**config.mk**
```make
export PLATFORM = sky130hd
export DESIGN_NAME = seven_seg_scan_flat
export DESIGN_NICKNAME = d
export VERILOG_FILES = /design/src/rtl/seven_seg_pkg.sv /design/src/rtl/seven_seg_scan_if.sv /design/src/rtl/seven_seg_scan_hex_to_seg.sv /design/src/rtl/seven_seg_scan.sv /design/src/flat_wrapper.sv
export SDC_FILE = /design/constraint.sdc
export NUM_CORES = 1
export LEC_CHECK = 0
export BUFFER_PORTS_ARGS = -buffer_cell sky130_fd_sc_hd__buf_2
export CAP_MARGIN = 40
export CORE_UTILIZATION = 65
export CTS_BUF_LIST = sky130_fd_sc_hd__clkbuf_8
export DETAILED_ROUTE_END_ITERATION = 10
export GPL_TIMING_DRIVEN = 0
export PLACE_DENSITY = 0.95
export SYNTH_ARGS = -nofsm -noshare
export SYNTH_HDL_FRONTEND = slang
export SYNTH_SLANG_ARGS = --single-unit
export TNS_END_PERCENT = 10
```
**constraint.sdc**
```tcl
create_clock -name clk -period 11.94 [get_ports clk]
set_input_delay 0.597 -clock clk [delete_from_list [all_inputs] [get_ports clk]]
set_output_delay 0.597 -clock clk [all_outputs]
set_load 0.02 [all_outputs]
```
**src/rtl/seven_seg_pkg.sv**
```systemverilog
// rtl/seven_seg_pkg.sv - shared glyph table, dark constants and scan state encoding
package seven_seg_pkg;

    localparam logic [7:0] SEG_OFF = 8'hFF;
    localparam logic [1:0] DIG_OFF = 2'b11;

    // Active-low {dp,g,f,e,d,c,b,a}; dp stays off in every glyph.
    localparam logic [7:0] GLYPH [16] = '{
        8'hC0, 8'hF9, 8'hA4, 8'hB0, 8'h99, 8'h92, 8'h82, 8'hF8,
        8'h80, 8'h90, 8'h88, 8'h83, 8'hC6, 8'hA1, 8'h86, 8'h8E
    };

    typedef enum logic [1:0] {
        S_DIG0 = 2'd0,
        S_GAP0 = 2'd1,
        S_DIG1 = 2'd2,
        S_GAP1 = 2'd3
    } state_t;

endpackage

```
**src/rtl/seven_seg_scan_if.sv**
```systemverilog
// rtl/seven_seg_scan_if.sv - nibble inputs, scan controls and display outputs of the scanner
interface seven_seg_scan_if;
    logic       enable;
    logic       blank_lz;
    logic [3:0] out1;
    logic [3:0] out2;
    logic [7:0] seg;
    logic [1:0] digit;
    logic       frame;

    modport master (output enable, blank_lz, out1, out2, input seg, digit, frame);
    modport slave  (input enable, blank_lz, out1, out2, output seg, digit, frame);
endinterface

```
**src/rtl/seven_seg_scan_hex_to_seg.sv**
```systemverilog
// rtl/seven_seg_scan_hex_to_seg.sv - combinational nibble to active-low hex glyph
module hex_to_seg
    import seven_seg_pkg::*;
(
    input  logic [3:0] nibble,
    output logic [7:0] seg
);
    assign seg = GLYPH[nibble];
endmodule

```
**src/rtl/seven_seg_scan.sv**
```systemverilog
// rtl/seven_seg_scan.sv - two-digit multiplexed display scanner with per-frame snapshot and ghosting gap
module seven_seg_scan
    import seven_seg_pkg::*;
#(
    parameter int REFRESH_DIV = 50000,
    parameter int GAP_CYCLES  = 500,
    parameter int CNT_W       = 16
) (
    input logic          clk,
    input logic          rst,
    seven_seg_scan_if.slave bus
);
    state_t             state, state_n;
    logic [CNT_W-1:0]   cnt, cnt_n;
    logic [7:0]         snap, snap_n;
    logic [7:0]         seg_n;
    logic [1:0]         digit_n;
    logic               frame_n;
    logic               enter0;
    logic               done;
    logic [31:0]        len;
    logic [3:0]         nib;
    logic [7:0]         glyph;

    hex_to_seg u_enc (.nibble(nib), .seg(glyph));

    always_ff @(posedge clk or posedge rst) begin
        if (rst) begin
            state     <= S_GAP1;
            cnt       <= '0;
            snap      <= 8'h00;
            bus.seg   <= SEG_OFF;
            bus.digit <= DIG_OFF;
            bus.frame <= 1'b0;
        end else begin
            state     <= state_n;
            cnt       <= cnt_n;
            snap      <= snap_n;
            bus.seg   <= seg_n;
            bus.digit <= digit_n;
            bus.frame <= frame_n;
        end
    end

    always_comb begin
        state_n = state;
        cnt_n   = cnt + CNT_W'(1);
        len     = (state == S_DIG0 || state == S_DIG1) ? 32'(REFRESH_DIV) : 32'(GAP_CYCLES);
        // A zero-length gap counts as already finished, so it is skipped on the next edge.
        done    = (32'(cnt) + 32'd1 >= len);

        if (!bus.enable) begin
            state_n = S_GAP1;
            cnt_n   = '0;
        end else if (done) begin
            cnt_n = '0;
            case (state)
                S_DIG0:  state_n = (GAP_CYCLES == 0) ? S_DIG1 : S_GAP0;
                S_GAP0:  state_n = S_DIG1;
                S_DIG1:  state_n = (GAP_CYCLES == 0) ? S_DIG0 : S_GAP1;
                default: state_n = S_DIG0;
            endcase
        end

        enter0  = (state_n == S_DIG0) && (state != S_DIG0);
        snap_n  = enter0 ? {bus.out2, bus.out1} : snap;
        frame_n = enter0;
        nib     = (state_n == S_DIG0) ? snap_n[3:0] : snap_n[7:4];

        seg_n   = SEG_OFF;
        digit_n = DIG_OFF;
        case (state_n)
            S_DIG0: begin
                seg_n   = glyph;
                digit_n = 2'b10;
            end
            S_DIG1: begin
                if (!(bus.blank_lz && snap_n[7:4] == 4'h0)) begin
                    seg_n   = glyph;
                    digit_n = 2'b01;
                end
            end
            default: ;
        endcase
    end
endmodule

```
**src/flat_wrapper.sv**
```systemverilog
// flat-port wrapper written by rule: the top's interface ports become plain ports
module seven_seg_scan_flat import seven_seg_pkg::*;
#(
    parameter int REFRESH_DIV = 50000,
    parameter int GAP_CYCLES  = 500,
    parameter int CNT_W       = 16
)
  (clk, rst, bus_enable, bus_blank_lz, bus_out1, bus_out2, bus_seg, bus_digit, bus_frame);
  seven_seg_scan_if bus_i ();
  input logic clk;
  input logic rst;
  input wire logic [$bits(bus_i.enable)-1:0] bus_enable;
  input wire logic [$bits(bus_i.blank_lz)-1:0] bus_blank_lz;
  input wire logic [$bits(bus_i.out1)-1:0] bus_out1;
  input wire logic [$bits(bus_i.out2)-1:0] bus_out2;
  output wire logic [$bits(bus_i.seg)-1:0] bus_seg;
  output wire logic [$bits(bus_i.digit)-1:0] bus_digit;
  output wire logic [$bits(bus_i.frame)-1:0] bus_frame;
  assign bus_i.enable = bus_enable;
  assign bus_i.blank_lz = bus_blank_lz;
  assign bus_i.out1 = bus_out1;
  assign bus_i.out2 = bus_out2;
  assign bus_seg = bus_i.seg;
  assign bus_digit = bus_i.digit;
  assign bus_frame = bus_i.frame;
  seven_seg_scan #(.REFRESH_DIV(REFRESH_DIV), .GAP_CYCLES(GAP_CYCLES), .CNT_W(CNT_W)) u_core (.clk(clk), .rst(rst), .bus(bus_i));
endmodule
```
==> flow_metrics.py <==
metrics = {
    "sta": {
        "fin_skew_ns": 0.0137,
        "drv_slew": 0,
        "setup_viol": 0,
        "worstMarginPinSlew_ns": 0.682,
        "min_period_ns": 4.69,
        "setup_tns_ns": 0,
        "max_freq_mhz": 213,
        "hold_violations": 0,
        "timing.hold.ws_ns": 0.357,
        "slew_headroom_pct": 53.2,
        "period_share_pct": 39.3,
        "rsz0062_at_grt": "no",
    },
    "pwr": {
        "combPwrFrac_pct": 6.2,
        "p_per_area_mw_per_mm2": 82.3,
        "p_sw_mw": 0.0527,
        "intPower_mw": 0.167,
        "clkPwrFrac_pct": 37.4,
        "p_sw_share_pct": 24.0,
        "peakVddDrop_v": 0.0000715,
        "p_leak_nw": 1.25,
        "power_frac_seq_pct": 56.3,
    },
    "floorplanning": {
        "die_w_um": 62.8,
        "coreArea_sq_mm": 0.00344,
        "die_y_um": 62.8,
        "die_area_sq_mm": 0.00395,
        "pin_count": 23,
        "initial_core_util_pct": 69.9,
        "num_rows": 21,
    },
    "cells_and_area": {
        "nets": 289,
        "multi_input_area_sq_mm": 0.00139,
        "seq_area_sq_um": 915,
        "areaGrowthSynthToFinish_pct": 11.1,
        "fin_area_sq_mm": 0.00267,
        "drive_gt1_share_pct": 27.7,
        "n_antenna_cell": 0,
        "fillers": 239,
    },
    "clock_network": {
        "cts.clk_slew.worst_paths_ns": 0.08,
        "clk_latency_ns": 0.30,
        "clock_sinks": 36,
        "ctsResizeCount": 0,
        "cts_tree": "done",
        "cts_hold_buf": 0,
        "htreeDepth": 2,
        "cts_root_buf": "clkbuf_8",
        "post_cts_buffers": 0,
        "cts_inserted_buffers": 5,
        "clockBufferDepth": 2,
    },
    "worst_setup_path": {
        "startpoint_type": "register",
        "endpoint_kind": "register",
        "crit_fanout": 10,
        "path_class": "register to register",
        "r2r_start": "u_core.state[0]",
        "critPathLaunch": "u_core.state[0]",
        "crit_arrival_ns": 4.89,
        "cp.required_ns": 12.14,
    },
    "global_routing": {
        "grt_pass1_vias": 1924,
        "grt-ovfl-total": 0,
        "grt_max_degree": 24,
        "grt_pass1_wl_mm": 8.80,
        "track_usage_pct": 29.2,
        "antenna_found_initial": 0,
    },
    "yosys": {
        "yosys.area.top_type": "dfrtp_1",
        "synth_edf_count": 0,
        "yosysUniqueCellTypes": 60,
        "netlist_area_sq_mm": 0.00240,
        "synth_area_per_cell_sq_um": 10.4,
        "synth_seq_cells": 36,
        "yosysTopAreaCellShare_pct": 26.0,
        "ys_top_cells_by_area": "dfrtp_1, dfstp_2, ha_1",
        "ys_seq_area_share_pct": 38.0,
        "async_reset_ff_share_pct": 100,
        "yosysWarnings": 0,
        "synthCells": 231,
        "syn_nets": 261,
        "ys.flop_type": "dfrtp_1",
    },
    "routing": {
        "firstDrtPassIters": 4,
        "drc": 0,
        "via_count": 1859,
        "drt_wl_total_mm": 5.01,
        "wl_per_cell_um": 16.4,
        "final_antenna_net_count": 0,
        "drt_iter0_drc": 124,
        "drt-vias-per-instance": 6.08,
    },
    "min_path": {
        "min_path_type": "input pin to asynchronous set/reset pin",
    },
    "job": {
        "maxCapViolations": 0,
    },
    "placed_design": {
        "post-dp-hpwl_mm": 3.69,
        "portBuffers": 20,
        "dpl-instance-area_sq_mm": 0.00259,
        "place_congestion": 0.907,
    },
    "status": {
        "status": "finished, final reports clean",
    },
}
==> logic make-up (layout without fill, tap and decap cells) <==
kind of cell | Yosys count | in the layout | synth area share [%]
other cells | 1 | 1 | 0.156
fa+ha+maj | 18 | 18 | 9.37
compound gates | 35 | 35 | 14.1
flops | 36 | 36 | 38.0
simple gates | 86 | 86 | 19.7
xor+xnor | 16 | 16 | 5.83
buf+inv | 20 | 49 | 4.32
mux | 19 | 19 | 8.53
==> Yosys cell counts (all sizes together), types with 2 or more instances <==
| cell type | instances |
|---|---|
| or2 | 2 |
| or4b | 2 |
| nor3 | 6 |
| nand4 | 3 |
| ha | 18 |
| nand2 | 19 |
| nor2 | 22 |
| mux2i | 7 |
| a211o | 2 |
| clkbuf | 2 |
| o21ai | 4 |
| nor3b | 3 |
| o21a | 2 |
| xnor2 | 8 |
| inv | 11 |
| buf | 7 |
| xor2 | 8 |
| dfstp | 11 |
| a31o | 2 |
| a21oi | 4 |
| nor2b | 8 |
| mux2 | 12 |
| nand3 | 13 |
| a32oi | 2 |
| dfrtp | 25 |
| a211oi | 3 |
| and3 | 2 |
| o211ai | 6 |
==> worst max-delay path: stages, from the launching register on <==
cell and delay, ns:
dfstp_2 0.54, inv_1 0.06, ha_1 0.19, clkbuf_1 0.23, or2_2 0.43, inv_1 0.17
ha_1 0.25, a2111oi_0 0.41, nand2_1 0.11, o2111a_1 0.19, o21bai_4 0.23, nand4_4 0.19
nand2_1 0.18, buf_4 0.20, mux2i_1 0.45, inv_1 0.18, ha_1 0.28, nor2b_4 0.13
a211o_1 0.12, nand3_1 0.08
==> final timing paths <==
path	end	slack [ns]	cells past startpoint
setup reg to reg	u_core.bus.seg[6]	7.25	19
setup / recovery	u_core.bus.seg[6]	7.25	19
hold / removal	u_core.cnt[7]	0.36	2
max in group asynchronous	u_core.bus.digit[1]	10.97	3
min in group clk	u_core.cnt[0]	0.51	1
hold reg to reg	u_core.cnt[0]	0.51	1
==> metrics by stage <==
step / power [mW] / worst slack [ns] / cells / utilization (%)
2_1_floorplan: 0.134 / 7.76 / 231 / -
3_3_place_gp: 0.138 / 7.46 / 297 / 74.4
3_5_place_dp: 0.140 / 7.30 / 298 / 75.2
4_1_cts: 0.221 / 7.27 / 306 / 77.6
5_1_grt: 0.228 / 6.78 / 306 / 77.6
6_report: 0.220 / 7.25 / 306 / 77.6
==> placed cells by master, fill, tap and decap left out, types with 2 or more instances in the layout <==
cell type / count
buf_2: 22
and3_1: 2
nand3_1: 12
nand2_1: 19
a32oi_4: 2
mux2_2: 12
ha_1: 18
dfrtp_1: 25
inv_1: 13
clkbuf_8: 5
buf_4: 3
dfstp_2: 11
a211oi_1: 2
buf_6: 2
o211ai_1: 6
o21ai_1: 2
nor2b_1: 7
mux2i_1: 7
nor3_1: 6
a211o_1: 2
xnor2_1: 8
xor2_1: 8
clkbuf_1: 2
a21oi_1: 3
nor3b_1: 2
nor2_1: 22
==> metal layers <==
metal / vias to the layer above / track usage [%] / routed length (um)
met4: 0 / 12.2 / 104
met2: 50 / 51.9 / 2690
met3: 10 / 5.11 / 203
met5: - / 0 / 0
li1: 876 / - / -
met1: 923 / 34.4 / 2020
==> power by group through the flow <==
stage,Clock (mW),Sequential [mW],Combinational (mW)
after CTS,0.0830,0.124,0.0139
after floorplan,0,0.126,0.00822
final,0.0824,0.124,0.0137
after detailed placement,0,0.126,0.0138
after global placement,0,0.126,0.0121
after global routing,0.0887,0.124,0.0155
==> state kept, by name (all words and copies together), names as in the netlist <==
register,flops
u_core.snap,8
u_core.cnt,16
u_core.state,2
u_core.bus.digit,2
u_core.bus.frame,1
u_core.bus.seg,7
==> area by class of cell <==
class	count	area share (%)
tap	46	2.15
inverter	11	1.55
timing repair buffer	21	4.78
clock inverter	3	0.468
sequential	36	34.2
clock buffer	5	2.58
multi-input combinational	175	51.9
buffer	9	2.34
No activity file was read; power rests on OpenSTA's default activity.
